## src/rtl/mem_access_ctrl_if.sv

```systemverilog
// -----------------------------------------------------------------------------
// mem_access_ctrl_if
// Purpose : groups the EXE/MEM inputs, MEM/WB outputs and the 16-bit SRAM bus
//           of the memory-stage access controller into one bundle.
// Signals : wb_en_in, mem_read_en_in, mem_write_en_in, alu_result_in,
//           val_rm_in, dst_in           - EXE/MEM register contents
//           freeze                      - pipeline stall request
//           wb_en_out, mem_read_en_out, alu_result_out, mem_data_out, dst_out
//                                       - MEM/WB register contents
//           sram_addr, sram_dq_out, sram_dq_in, sram_we_n
//                                       - external 16-bit SRAM port
// Modports: master - pipeline/SRAM side that feeds the controller
//           slave  - the controller itself
// -----------------------------------------------------------------------------
interface mem_access_ctrl_if;
  // EXE/MEM side
  logic        wb_en_in;
  logic        mem_read_en_in;
  logic        mem_write_en_in;
  logic [31:0] alu_result_in;
  logic [31:0] val_rm_in;
  logic [3:0]  dst_in;

  // stall
  logic        freeze;

  // MEM/WB side
  logic        wb_en_out;
  logic        mem_read_en_out;
  logic [31:0] alu_result_out;
  logic [31:0] mem_data_out;
  logic [3:0]  dst_out;

  // SRAM side
  logic [16:0] sram_addr;
  logic [15:0] sram_dq_out;
  logic [15:0] sram_dq_in;
  logic        sram_we_n;

  modport master (
    output wb_en_in, mem_read_en_in, mem_write_en_in,
    output alu_result_in, val_rm_in, dst_in,
    output sram_dq_in,
    input  freeze,
    input  wb_en_out, mem_read_en_out, alu_result_out, mem_data_out, dst_out,
    input  sram_addr, sram_dq_out, sram_we_n
  );

  modport slave (
    input  wb_en_in, mem_read_en_in, mem_write_en_in,
    input  alu_result_in, val_rm_in, dst_in,
    input  sram_dq_in,
    output freeze,
    output wb_en_out, mem_read_en_out, alu_result_out, mem_data_out, dst_out,
    output sram_addr, sram_dq_out, sram_we_n
  );
endinterface

```

## src/rtl/mem_access_ctrl.sv

```systemverilog
// -----------------------------------------------------------------------------
// mem_access_ctrl
// Purpose : memory stage of a 32-bit pipeline backed by a 16-bit SRAM. A load
//           or store is split into a low and a high half-word access, each
//           lasting WAIT_CYCLES clocks. While the access runs the controller
//           raises freeze so upstream stages and the EXE/MEM register hold,
//           and it feeds bubbles into MEM/WB. The completed instruction is
//           written into MEM/WB on the edge that leaves DONE.
// Ports   : clk  - single clock, rising edge
//           rst  - asynchronous, active-low reset
//           bus  - mem_access_ctrl_if.slave (EXE/MEM in, MEM/WB out, SRAM)
// Params  : WAIT_CYCLES - clocks per half-word access, legal 2..15
// -----------------------------------------------------------------------------
module mem_access_ctrl #(
  parameter int unsigned WAIT_CYCLES = 2
) (
  input  logic             clk,
  input  logic             rst,
  mem_access_ctrl_if.slave bus
);

  typedef enum logic [1:0] {
    IDLE   = 2'd0,
    ACC_LO = 2'd1,
    ACC_HI = 2'd2,
    DONE   = 2'd3
  } state_t;

  // Terminal value of the per-half wait counter.
  localparam logic [3:0] LP_LAST_CNT = 4'(WAIT_CYCLES - 32'd1);

  state_t      r_state;
  state_t      w_next_state;
  logic [3:0]  r_cnt;
  logic [3:0]  w_next_cnt;

  logic        w_req;
  logic        w_is_read;
  logic        w_is_store;
  logic        w_last;

  logic        w_freeze;
  logic        w_sram_we_n;
  logic [16:0] w_sram_addr;
  logic [15:0] w_sram_dq_out;

  logic        r_wb_en;
  logic        r_mem_read_en;
  logic [31:0] r_alu_result;
  logic [31:0] r_mem_data;
  logic [3:0]  r_dst;
  logic [31:0] r_rd_data;

  assign w_req      = bus.mem_read_en_in | bus.mem_write_en_in;
  // A request with both enables set behaves as a load, so a store needs
  // the read enable low.
  assign w_is_read  = bus.mem_read_en_in;
  assign w_is_store = bus.mem_write_en_in & ~bus.mem_read_en_in;
  assign w_last     = (r_cnt == LP_LAST_CNT);

  // State and wait-counter registers.
  always_ff @(posedge clk or negedge rst) begin
    if (!rst) begin
      r_state <= IDLE;
      r_cnt   <= 4'd0;
    end else begin
      r_state <= w_next_state;
      r_cnt   <= w_next_cnt;
    end
  end

  // Next-state logic plus stall and SRAM bus decode.
  always_comb begin
    w_next_state  = r_state;
    w_next_cnt    = r_cnt;
    w_freeze      = 1'b0;
    w_sram_we_n   = 1'b1;
    w_sram_addr   = 17'd0;
    w_sram_dq_out = 16'd0;

    case (r_state)
      IDLE: begin
        if (w_req) begin
          // Stall starts in the request cycle; the SRAM is not yet driven.
          w_freeze     = 1'b1;
          w_next_state = ACC_LO;
          w_next_cnt   = 4'd0;
        end else begin
          w_next_state = IDLE;
          w_next_cnt   = 4'd0;
        end
      end

      ACC_LO: begin
        w_freeze      = 1'b1;
        w_sram_addr   = {bus.alu_result_in[17:2], 1'b0};
        w_sram_dq_out = bus.val_rm_in[15:0];
        // Strobe drops in the final wait cycle to give the SRAM hold time.
        w_sram_we_n   = ~(w_is_store & ~w_last);
        if (w_last) begin
          w_next_cnt   = 4'd0;
          w_next_state = ACC_HI;
        end else begin
          w_next_cnt   = r_cnt + 4'd1;
        end
      end

      ACC_HI: begin
        w_freeze      = 1'b1;
        w_sram_addr   = {bus.alu_result_in[17:2], 1'b1};
        w_sram_dq_out = bus.val_rm_in[31:16];
        w_sram_we_n   = ~(w_is_store & ~w_last);
        if (w_last) begin
          w_next_cnt   = 4'd0;
          w_next_state = DONE;
        end else begin
          w_next_cnt   = r_cnt + 4'd1;
        end
      end

      DONE: begin
        w_next_state = IDLE;
        w_next_cnt   = 4'd0;
      end

      default: begin
        w_next_state = IDLE;
        w_next_cnt   = 4'd0;
      end
    endcase
  end

  // Capture of the two read half-words at the end of each half access.
  always_ff @(posedge clk or negedge rst) begin
    if (!rst) begin
      r_rd_data <= 32'd0;
    end else if (w_is_read && w_last && (r_state == ACC_LO)) begin
      r_rd_data[15:0] <= bus.sram_dq_in;
    end else if (w_is_read && w_last && (r_state == ACC_HI)) begin
      r_rd_data[31:16] <= bus.sram_dq_in;
    end else begin
      r_rd_data <= r_rd_data;
    end
  end

  // MEM/WB register: pass-through when idle, bubble while stalled,
  // completed instruction on the DONE edge.
  always_ff @(posedge clk or negedge rst) begin
    if (!rst) begin
      r_wb_en       <= 1'b0;
      r_mem_read_en <= 1'b0;
      r_alu_result  <= 32'd0;
      r_mem_data    <= 32'd0;
      r_dst         <= 4'd0;
    end else begin
      case (r_state)
        IDLE: begin
          if (w_req) begin
            r_wb_en       <= 1'b0;
            r_mem_read_en <= 1'b0;
          end else begin
            r_wb_en       <= bus.wb_en_in;
            r_mem_read_en <= bus.mem_read_en_in;
            r_alu_result  <= bus.alu_result_in;
            r_dst         <= bus.dst_in;
          end
        end

        ACC_LO, ACC_HI: begin
          r_wb_en       <= 1'b0;
          r_mem_read_en <= 1'b0;
        end

        DONE: begin
          r_wb_en       <= bus.wb_en_in;
          r_mem_read_en <= bus.mem_read_en_in;
          r_alu_result  <= bus.alu_result_in;
          r_dst         <= bus.dst_in;
          if (w_is_read) begin
            r_mem_data <= r_rd_data;
          end else begin
            r_mem_data <= r_mem_data;
          end
        end

        default: begin
          r_wb_en       <= 1'b0;
          r_mem_read_en <= 1'b0;
        end
      endcase
    end
  end

  // The state register resets to IDLE asynchronously, but a request still
  // held on the inputs would otherwise keep freeze high during reset.
  assign bus.freeze          = rst & w_freeze;
  assign bus.sram_we_n       = w_sram_we_n;
  assign bus.sram_addr       = w_sram_addr;
  assign bus.sram_dq_out     = w_sram_dq_out;

  assign bus.wb_en_out       = r_wb_en;
  assign bus.mem_read_en_out = r_mem_read_en;
  assign bus.alu_result_out  = r_alu_result;
  assign bus.mem_data_out    = r_mem_data;
  assign bus.dst_out         = r_dst;

endmodule

```

## src/flat_wrapper.sv

```systemverilog
// flat-port wrapper written by rule: the top's interface ports become plain ports
module mem_access_ctrl_flat 
#(
  parameter int unsigned WAIT_CYCLES = 2
)
  (clk, rst, bus_wb_en_in, bus_mem_read_en_in, bus_mem_write_en_in, bus_alu_result_in, bus_val_rm_in, bus_dst_in, bus_sram_dq_in, bus_freeze, bus_wb_en_out, bus_mem_read_en_out, bus_alu_result_out, bus_mem_data_out, bus_dst_out, bus_sram_addr, bus_sram_dq_out, bus_sram_we_n);
  mem_access_ctrl_if bus_i ();
  input  logic clk;
  input  logic rst;
  input wire logic [$bits(bus_i.wb_en_in)-1:0] bus_wb_en_in;
  input wire logic [$bits(bus_i.mem_read_en_in)-1:0] bus_mem_read_en_in;
  input wire logic [$bits(bus_i.mem_write_en_in)-1:0] bus_mem_write_en_in;
  input wire logic [$bits(bus_i.alu_result_in)-1:0] bus_alu_result_in;
  input wire logic [$bits(bus_i.val_rm_in)-1:0] bus_val_rm_in;
  input wire logic [$bits(bus_i.dst_in)-1:0] bus_dst_in;
  input wire logic [$bits(bus_i.sram_dq_in)-1:0] bus_sram_dq_in;
  output wire logic [$bits(bus_i.freeze)-1:0] bus_freeze;
  output wire logic [$bits(bus_i.wb_en_out)-1:0] bus_wb_en_out;
  output wire logic [$bits(bus_i.mem_read_en_out)-1:0] bus_mem_read_en_out;
  output wire logic [$bits(bus_i.alu_result_out)-1:0] bus_alu_result_out;
  output wire logic [$bits(bus_i.mem_data_out)-1:0] bus_mem_data_out;
  output wire logic [$bits(bus_i.dst_out)-1:0] bus_dst_out;
  output wire logic [$bits(bus_i.sram_addr)-1:0] bus_sram_addr;
  output wire logic [$bits(bus_i.sram_dq_out)-1:0] bus_sram_dq_out;
  output wire logic [$bits(bus_i.sram_we_n)-1:0] bus_sram_we_n;
  assign bus_i.wb_en_in = bus_wb_en_in;
  assign bus_i.mem_read_en_in = bus_mem_read_en_in;
  assign bus_i.mem_write_en_in = bus_mem_write_en_in;
  assign bus_i.alu_result_in = bus_alu_result_in;
  assign bus_i.val_rm_in = bus_val_rm_in;
  assign bus_i.dst_in = bus_dst_in;
  assign bus_i.sram_dq_in = bus_sram_dq_in;
  assign bus_freeze = bus_i.freeze;
  assign bus_wb_en_out = bus_i.wb_en_out;
  assign bus_mem_read_en_out = bus_i.mem_read_en_out;
  assign bus_alu_result_out = bus_i.alu_result_out;
  assign bus_mem_data_out = bus_i.mem_data_out;
  assign bus_dst_out = bus_i.dst_out;
  assign bus_sram_addr = bus_i.sram_addr;
  assign bus_sram_dq_out = bus_i.sram_dq_out;
  assign bus_sram_we_n = bus_i.sram_we_n;
  mem_access_ctrl #(.WAIT_CYCLES(WAIT_CYCLES)) u_core (.clk(clk), .rst(rst), .bus(bus_i));
endmodule
```

## config.mk

```make
export PLATFORM = sky130hd
export DESIGN_NAME = mem_access_ctrl_flat
export DESIGN_NICKNAME = d
export VERILOG_FILES = /design/src/rtl/mem_access_ctrl_if.sv /design/src/rtl/mem_access_ctrl.sv /design/src/flat_wrapper.sv
export SDC_FILE = /design/constraint.sdc
export NUM_CORES = 1
export LEC_CHECK = 0
export CAP_MARGIN = 10
export CORE_ASPECT_RATIO = 1.75
export CORE_UTILIZATION = 43
export CTS_CLUSTER_DIAMETER = 50
export DETAILED_ROUTE_END_ITERATION = 8
export HOLD_SLACK_MARGIN = 0.06
export PLACE_DENSITY = 0.9
export SETUP_SLACK_MARGIN = 0.05
export SKIP_LAST_GASP = 1
export SLEW_MARGIN = 0
export SYNTH_ARGS = -nofsm -noshare
export SYNTH_HDL_FRONTEND = slang
export SYNTH_SLANG_ARGS = --single-unit
```

## constraint.sdc

```tcl
create_clock -name clk -period 2.25 [get_ports clk]
set_input_delay 0.3375 -clock clk [delete_from_list [all_inputs] [get_ports clk]]
set_output_delay 0.3375 -clock clk [all_outputs]
set_load 0.1 [all_outputs]
```

== After elaboration in Yosys (flattened, before gate mapping) ==
Cells that the tools add are included.

* Flip-flop bits (word level): 108
* Latch bits: 0
* Bits in writable memories: 0
* ROM bits: 0
* Bits of input ports: 89
* Output and inout bits: 105
* Memories: 0

* $add $sub $neg: 1
* Multiply operators: 0
* Div/mod/pow operators: 0
* Magnitude comparators: 0
* Equal/unequal tests: 7
* Shift-type cells: 0
* Muxes and demuxes: 19
* Bitwise logic cells: 8
* Reduce and logical (&&, ||, !) cells: 11

{| class="wikitable"
|+ Operator list
! operator !! count
|-
| $pmux W32 S2 || 1
|-
| $pmux W17 S2 || 1
|-
| $mux W32 || 1
|-
| $pmux W16 S2 || 1
|-
| $pmux W4 S2 || 2
|-
| $mux W4 || 2
|-
| $pmux W2 S4 || 1
|-
| $reduce_and A2 Y1 || 4
|-
| $pmux W1 S3 || 2
|-
| $mux W1 || 5
|-
| $add A4 B1 Y4 const B || 1
|-
| $eq A2 B2 Y1 const B || 2
|-
| $eq A4 B1 Y1 const B || 1
|-
| $mux W2 || 2
|-
| $ne A2 B1 Y1 const B || 2
|-
| $not A1 Y1 || 4
|-
| $reduce_or A2 Y1 || 2
|-
| $and A1 B1 Y1 || 3
|-
| $logic_and A1 B1 Y1 || 3
|-
| $eq A2 B1 Y1 const B || 1
|-
| $logic_not A2 Y1 || 1
|-
| $ne A2 B2 Y1 const B || 1
|-
| $pmux W1 S2 || 1
|-
| $reduce_bool A2 Y1 || 1
|-
| $or A1 B1 Y1 || 1
|}

== Longest topological paths before layout ==
* Depth after elaboration: 5
* Gate-level depth with buffers: 6
* Depth with buffers taken out: 5

== Worst setup path after synthesis ==
OpenSTA, ideal clock, no wires.

* Path kind: flip-flop to output port
* Start point: reg u_core.r_state[0]
* End point: out bus_sram_dq_out[10]
* Arrival: 3,408 ps
* Required time: 1,913 ps
* Setup slack: -1,496 ps
* Cell stages (with the launch flop): 7
* Path buffers: 2
* Cell sequence: dfrtp_1 > inv_1 > ha_1 > clkbuf_1 > clkbuf_1 > a22oi_1 > nor2b_1

* Cells in the longest elaborated chain, start to end: 2
* Elaborated cells between the ends (all ways): 3
* Those cells by class: 2 x eq/ne; 1 x mux

{| class="wikitable"
|+ RTL lines
! element !! line !! text
|-
| start: declaration || mem_access_ctrl.sv:32 || <nowiki>state_t r_state;</nowiki>
|-
| start signal: assignment || mem_access_ctrl.sv:67 || <nowiki>r_state <= w_next_state;</nowiki>
|-
| $eq A2 B2 Y1 / $eq A2 B1 Y1 (equally long branches) || mem_access_ctrl.sv:81 || <nowiki>case (r_state)</nowiki>
|-
| $pmux W16 S2 * || mem_access_ctrl.sv:81 ||
|-
| end: declaration || flat_wrapper.sv:24 || <nowiki>output wire logic [$bits(bus_i.sram_dq_out)-1:0] bus_sram_dq_out;</nowiki>
|}

Every way passes the cells marked *; elsewhere a longest branch is shown, timed or not.

== Worst setup path in the final report ==
* Start point: reg u_core.r_state[0]
* End point: out bus_sram_addr[9]

* Cells in the longest elaborated chain, start to end: 2
* Elaborated cells between the ends (all ways): 3
* Those cells by class: 2 x eq/ne; 1 x mux

{| class="wikitable"
|+ RTL lines
! element !! line !! text
|-
| $eq A2 B2 Y1 / $eq A2 B1 Y1 (equally long branches) || mem_access_ctrl.sv:81 ||
|-
| $pmux W17 S2 * || mem_access_ctrl.sv:81 ||
|-
| end: declaration || flat_wrapper.sv:23 || <nowiki>output wire logic [$bits(bus_i.sram_addr)-1:0] bus_sram_addr;</nowiki>
|}

Marked as above.

==> metrics.md <==
| Metric | Value |
|---|---|
| Startpoint types | flip-flop |
| IO Count | 194 |
| Die Area | around 0.011 mm2 |
| Initial Utilization | 44.5% |
| CP max stage delay | approximately 0.43 ns |
| First-pass GRT wire length | 18.0 mm |
| Clock root cell | clkbuf_16 |
| Crit-path max FO | 8 |
| Final WS setup | 0.0529 ns |
| DP Worst Slack | 0.162 ns |
| Worst Setup End Kind | output pin |
| Core ar. | around 0.010 mm2 |
| Outcome | complete, no violations |
| CTS Buffer Depth | 2 |
| Hold_buf cts | 0 |
| Reg-to-Reg Start | u_core.r_state[0] |
| Reg clk slew, reported paths | 0.07 ns |
| CTS tree | done |
| Unrepaired setup endpoints after global routing | true |
| Worst path required time | roughly 1.9 ns |
| Critical path cell sequence | inv_2, ha_4, o21a_4, buf_6, and2_2, buf_12 |
| Slowest stage cell, crit path | dfrtp_1 |
| YS warnings | 0 |
| Remaining Overflow, GRT | 0 |
| Synth Net Count | 408 |
| Detailed Route Iter0 Violations | 132 |
| Share of layout cells above drive strength 1 | 55.4% |
| Sequential cell area | 0.00270 mm2 |
| Max Freq | 455 MHz |
| Final setup violation count | 0 |
| N_diodes | 0 |
| Max Transition Viols Final | 0 |
| Hpwl dp | 8.67 mm |
| Worst slew pin tran | 0.549 ns |
| Worst Setup SP | u_core.r_state[0] |
| Fillers | 651 |
| DRT Wirelength | 11.7 mm |
| I/O Buffers | roughly 190 |
| Mux share of post-synthesis cell area | 26.2% |
| Tmin final | around 2.2 ns |
| Simple-Gate Fraction of Synth Area | 7.35% |
| Synth cell types | 26 |
| ANT nets after route | 0 |
| Worst path top cell family by delay | flip-flops |
| Insertion delay to the later sink of the worst-skew pair | 0.34 ns |
| Vias | 3261 |
| GRT Overall Usage | a little over a fifth |
| Worst min-delay path category | primary input to async pin |
| Routed length per placed instance | 18.0 um |
| Post-Syn Instances | 311 |
| # nets final | 612 |
| Post-synthesis xor/xnor area fraction | 0.380% |
| Critical path buffers and inverters | 3 |
| Multi-input logic area | 0.00205 mm2 |
| Max-capacitance violation count | 0 |
| Die height | ~140 um |
| CTS Sinks | 108 |
| DRC Markers | 0 |
| Synthesized area | between 0.004 and 0.005 mm2 |
| DIE WIDTH | 80.3 um |
| Worst path arrival time | 1.86 ns |
| H-tree level count | 3 |
| Max-slew headroom | 63.4% |
| Via/cell ratio | just over 5 |
| Final Hold Fails | 0 |
| Avg Inst Size Synth | ~15 um2 |
| Register area share after synthesis | 58.6% |
| Largest family of logic cells by synthesized area | multiplexers |
| Cell Rows | 49 |
| Post-synthesis adder-cell area fraction | 2.17% |
| Final worst-path cycle share | 97.6% |
| Critical path class | flip-flop to output pin |
| Total CTS buffers | 9 |
| Vias in the first global route | 3560 |
| Final Skew | roughly 0.012 ns |
| #FFs+latches synth | 108 |
| Antenna violations before repair | 0 |
| Synth Area in Compound Gates | 3.04% |
| Largest net degree at the start of global routing | roughly 110 |
| 1st-pass router iterations | 4 |
| Gpl congestion | approximately 0.77 |
| Area Growth Syn to Fin | 62.3% |
==> metal layers <==
layer  part of all wire (%)  GRT usage [%]
met5                      0              0
met4                    2.4           7.89
met3                    5.5           4.87
met2                     57           40.1
met1                     35           22.5
==> cells in the final DEF (no fill, tap or decap), drive strengths merged, types with 7 or more instances in the layout <==
cell and instances:
buf 122, dfrtp 108, mux2 102, clkdlybuf4s50 87, nor2b 17, a22oi 16
and2 16, nor2 10, clkbuf 9, ha 8, inv 7
==> cell type report <==
cell class,count,share of cell area (%)
multi-input combinational,184,27.4
clock buffer,9,3.01
sequential,108,36.1
timing repair buffer,209,30.4
inverter,3,0.150
tap,127,2.12
clock inverter,7,0.769
==> worst paths after layout <==
path	end	slack [ns]	cells after the start
worst max register to register	u_core.bus.alu_result_out[27]	0.37	5
min in group clk	u_core.r_rd_data[16]	0.50	1
worst min register to register	u_core.r_rd_data[16]	0.50	1
worst min-delay path	u_core.bus.alu_result_out[29]	0.13	2
max in group asynchronous	u_core.bus.mem_data_out[2]	1.72	2
worst max-delay path	bus_sram_addr[9]	0.05	6
==> through the flow <==
stage	util, %	area (um2)	cells	hold WS (ns)	setup TNS (ns)
after CTS	71.5	7410	644	0.148	0
after floorplan	-	4800	311	0.0419	-0.324
final	72.2	7480	647	0.132	0
after global routing	72.2	7480	647	0.164	-0.0551
after detailed placement	68.1	7060	623	0.491	0
after global placement	68.1	7060	623	0.471	0
==> cells in the mapped netlist (all sizes together) <==
master,instances,area (um2)
mux2i,1,22.5
a22oi,16,120
nand2b,1,6.26
and2,16,100
xnor2,2,17.5
nor3b,2,26.3
o21a,2,15.0
dfrtp,108,2700
nor2b,17,106
ha,8,100
nand4b,1,23.8
or3b,1,8.76
nand3,2,22.5
clkbuf,7,26.3
inv,3,11.3
buf,9,65.1
mux2,102,1190
nand2,2,7.51
a21oi,1,5.00
nor2,10,37.5
==> sequential cells by signal, indices dropped and copies added (netlist names) <==
signal / cells
u_core.bus.alu_result_out: 32
u_core.bus.mem_data_out: 32
u_core.r_rd_data: 32
u_core.bus.dst_out: 4
u_core.r_cnt: 4
u_core.r_state: 2
u_core.bus.mem_read_en_out: 1
u_core.bus.wb_en_out: 1
==> cell families (layout without fill, tap and decap cells) <==
family	Yosys count	count (layout)
xor gates and xnor gates	2	2
muxes	103	103
DFF	108	108
adders and majority gates	8	8
and+or+nand+nor	52	52
buffers and inverters	19	228
AOI/OAI and AO/OA	19	19
==> what timing repair did <==
action / 4_1_cts / 5_1_grt
setup buffers: 5 / 2
cloned: 0 / 1
resized for setup: 6 / 14
pin swaps: 1 / 8
endpoints found under the setup margin: 25 / 34
hold endpoints to repair: 0 / 0
Power is not shown: default switching activity piles up to over one toggle a cycle in this logic, so the estimate is an artifact.
==> RTL edit 1, RTL diff (same settings) <==
Re-encode `state_t` (4 states) as Gray code, 2 bits wide.
--- a/src/rtl/mem_access_ctrl.sv
+++ b/src/rtl/mem_access_ctrl.sv
@@ -20,10 +20,10 @@
 );
 
   typedef enum logic [1:0] {
-    IDLE   = 2'd0,
-    ACC_LO = 2'd1,
-    ACC_HI = 2'd2,
-    DONE   = 2'd3
+    IDLE   = 2'b00,
+    ACC_LO = 2'b01,
+    ACC_HI = 2'b11,
+    DONE   = 2'b10
   } state_t;
 
   // Terminal value of the per-half wait counter.
Function: no difference found for any inputs over 10 cycles, from zero or initial values and one cycle with rst low; not proved beyond that.
==> RTL edit 1 against the original RTL <==
  * Final area down 4.1%
  * Critical path depth is 1 lower
  * Clock skew is 5.7 ps lower
  * Synthesized area decreased by 2.0%
  * Maximum frequency up 1.7%
  * Routed wire length decreased by 5.6%
  * Register-to-register slack lost 70 ps
  * Worst setup slack better by 37 ps
  * Sequential cell count stayed put
Power is not shown: default switching activity piles up to over one toggle a cycle in this logic, so the estimate is an artifact.
==> RTL edit 1: results (changes against the original RTL) <==
slowest stage delay, CP=420 ps; register area share after synthesis=0.598 (was 0.586); Cell Area, Placed=6820 um^2 (was 7060 um^2); mux contribution to synthesized area=0.293 (was 0.262); hold slack=109 ps (was 132 ps); synthesized-area fraction occupied by adder cells=0.00554 (was 0.0217); RD Place Congestion=0.809 (was 0.767); largest fanout on the critical path=5 (was 8); Total GRT Usage=0.202 (was 0.214); port bufs=193 (unchanged); arrival time at the worst endpoint=1820 ps (was 1860 ps); R2R setup slack=300 ps (was 370 ps); slowest CP cell=or3b_4 (was dfrtp_1); Worst Reg2Reg Path Length in Cells=6 (was 5); RR Endpoint=u_core.r_rd_data[6] (was u_core.bus.alu_result_out[27]); Post-synth top cells=dfrtp_1 (108), mux2_2 (80), and2_1 (19) (was dfrtp_1 (108), mux2_2 (91), nor2b_1 (17)); First-pass DRT Iterations=3 (was 4); worst-margin pin slew=553 ps (was 549 ps); largest net degree at the start of global routing=109 (unchanged); Synth cell types=26 (unchanged); XOR/XNOR share of the synthesized area=0.00388 (was 0.00380); complex-gate fraction of the synthesized area=0.00498 (was 0.0304); first-pass GRT wire length=16.5 mm (was 18.0 mm); post-synthesis net count=387 (was 408); Nets=590 (was 612); total routed wirelength=11.0 mm (was 11.7 mm); DR vias=3122 (was 3261); Synth area leaders=dfrtp_1 (60%), mux2_2 (20%), mux2i_1 (3.5%) (was dfrtp_1 (59%), mux2_2 (22%), mux2_4 (3.3%)); CTS Root Cell=clkbuf_16 (unchanged); highest achievable clock rate=463 MHz (was 455 MHz); dpl hpwl=8.48 mm (was 8.67 mm); initial DRC count=55 (was 132); run status=finished, final reports clean (unchanged); Post-Place Setup Slack=214 ps (was 162 ps); clock skew=6.05 ps (was 11.7 ps); layout cell share with drive strength beyond 1=0.498 (was 0.554); antenna cells=0 (unchanged); Max clock buf depth=2 (unchanged); vias in the first global route=3419 (was 3560); Yosys warnings=0 (unchanged); reg2reg start=u_core.r_cnt[1] (was u_core.r_state[0])
[RTL edit 1: changes by cell type in the layout (fill, tap and decap cells not counted), moves of 11 or more]
cell and delta:
nor2b_4 -16, nor2b_2 +17, and2_1 +18, mux2i_1 +16
mux2_2 -11, a22oi_1 -12
[RTL edit 1: layout make-up]
type	count	area, um^2
inverter	2	7.51
clock buffer	11	253
tap	127	159
fill	693	3060
multi-input combinational	170	1770
clock inverter	5	42.5
timing repair buffer	208	2240
sequential	108	2700
[RTL edit 1: per-layer routing]
metal,track usage,part of all wire,up-vias
met5,0,0,-
met4,0.0889,0.032,0
met3,0.0563,0.057,28
met2,0.378,0.57,125
met1,0.203,0.34,1545
li1,-,-,1424
[RTL edit 1: worst max-delay path, delay by kind of cell, from the launching register on]
family	cells	cell delay [ps]
and+or+nand+nor	3	740
buffers and inverters	1	180
DFF	1	380
adders and majority gates	1	180
[RTL edit 1: through the flow]
step                utilization  cells
detailed placement        0.666    609
CTS                       0.698    627
floorplan                     -    296
finish                    0.701    631
global route              0.701    631
global placement          0.666    609
[RTL edit 1: timing repair]
item,in CTS,in global routing
setup buffers,2,4
setup endpoints to repair,1,1
resized for setup,2,1
gates cloned,0,0
pin swaps,0,1
[RTL edit 1: worst max path at each step]
| stage | start | to |
|---|---|---|
| 2_1_floorplan | u_core.r_state[1] | bus_freeze |
| 3_3_place_gp | bus_mem_read_en_in | u_core.bus.alu_result_out[20] |
| 3_5_place_dp | bus_mem_read_en_in | u_core.bus.alu_result_out[31] |
| 4_1_cts | u_core.r_cnt[0] | bus_sram_we_n |
| 5_1_grt | u_core.r_cnt[0] | bus_sram_we_n |
| 6_report | u_core.r_cnt[0] | bus_sram_we_n |
==> RTL edit 2, RTL diff (config.mk and constraints unchanged) <==
Without the edit above. Reset style: synchronous (`rst`), changed in 3 clocked blocks. Comments in the files are not updated.
--- a/src/rtl/mem_access_ctrl.sv
+++ b/src/rtl/mem_access_ctrl.sv
@@ -59,7 +59,7 @@
   assign w_last     = (r_cnt == LP_LAST_CNT);
 
   // State and wait-counter registers.
-  always_ff @(posedge clk or negedge rst) begin
+  always_ff @(posedge clk) begin
     if (!rst) begin
       r_state <= IDLE;
       r_cnt   <= 4'd0;
@@ -131,7 +131,7 @@
   end
 
   // Capture of the two read half-words at the end of each half access.
-  always_ff @(posedge clk or negedge rst) begin
+  always_ff @(posedge clk) begin
     if (!rst) begin
       r_rd_data <= 32'd0;
     end else if (w_is_read && w_last && (r_state == ACC_LO)) begin
@@ -145,7 +145,7 @@
 
   // MEM/WB register: pass-through when idle, bubble while stalled,
   // completed instruction on the DONE edge.
-  always_ff @(posedge clk or negedge rst) begin
+  always_ff @(posedge clk) begin
     if (!rst) begin
       r_wb_en       <= 1'b0;
       r_mem_read_en <= 1'b0;
Behaviour: differs if rst is asserted again (counterexample within 4 cycles, from zero or initial values and one cycle with rst low); with rst held inactive, the same outputs for 10 cycles.
==> RTL edit 2 against the original RTL <==
  * Hold slack gained 300 ps
  * Synthesized area decreased by 1.4%
  * Sequential share of layout area is 6.2 points lower
  * Critical path depth decreased by 1
  * Worst setup slack improved by 90 ps
  * Sequential cell count stayed put
  * Final area fell by 3.3%
  * Routed wire length grew 15%
==> RTL edit 2: results (changes against the original RTL) <==
DR vias=4307 (was 3261); drt wl/cell=16.1 um (was 18.0 um); slowest stage delay, CP=400 ps (was 430 ps); XOR/XNOR share of the synthesized area=0.00385 (was 0.00380); largest net degree at the start of global routing=88 (was 109); reg2reg start=u_core.r_cnt[0] (was u_core.r_state[0]); register area share after synthesis=0.476 (was 0.586); largest fanout on the critical path=17 (was 8); layout cell share with drive strength beyond 1=0.255 (was 0.554); initial DRC count=194 (was 132); ys async rst share=0 (was 1.00); run status=finished, final reports clean (unchanged); Worst Hold Class=primary input to flip-flop (was primary input to asynchronous set/reset pin); fraction of area in clock buffers and inverters=0.0373 (was 0.0378); Nets=798 (was 612); first-pass GRT wire length=20.9 mm (was 18.0 mm); cell with the most instances after synthesis=nand2_1 (was dfrtp_1); Buffers, non-clock=205 (was 209); number of non-clock inverters=4 (was 3); # clk buffers=11 (was 9); complex-gate fraction of the synthesized area=0.0859 (was 0.0304); post-synthesis net count=621 (was 408); Signal buf overhead=0.307 (was 0.304); Total GRT Usage=0.246 (was 0.214); Worst setup startpoint=u_core.r_state[1] (was u_core.r_state[0]); synthesized-area fraction occupied by adder cells=0.0220 (was 0.0217); CP Capture Point=bus_sram_addr[1] (was bus_sram_addr[9]); Post-synth top cells=nand2_1 (191), dfxtp_1 (108), mux2i_1 (70) (was dfrtp_1 (108), mux2_2 (91), nor2b_1 (17)); R2R setup slack=420 ps (was 370 ps)
==> RTL edit 2: logic make-up (layout without fill, tap and decap cells) <==
logic type / Yosys count / after routing
mux: 70 / 70
compound gates: 53 / 53
buf+inv: 43 / 225
simple gates: 240 / 240
flops: 108 / 108
fa+ha+maj: 8 / 8
xor+xnor: 2 / 2
==> RTL edit 2: layer usage <==
metal  wire length, um  vias to the layer above  GRT usage
met3               868                       33     0.0627
li1                  -                     2066          -
met2              7390                      198      0.465
met4               549                        0      0.133
met1              4600                     2010      0.228
met5                 0                        -          0
==> RTL edit 2: what timing repair did <==
| action | CTS | global route |
|---|---|---|
| resized for setup | 5 | 5 |
| setup buffers | 1 | 2 |
| endpoints found under the setup margin | 33 | 31 |
| pin swaps | 1 | 2 |
| hold buffers | 0 | 0 |
==> RTL edit 2: metrics by stage <==
step	setup slack (ps)	std cells	cell area, um^2
final	143	833	7240
after global routing	84.9	833	7240
after CTS	66.0	831	7190
after detailed placement	177	814	6900
after global placement	293	814	6900
after floorplan	4.39	524	4730
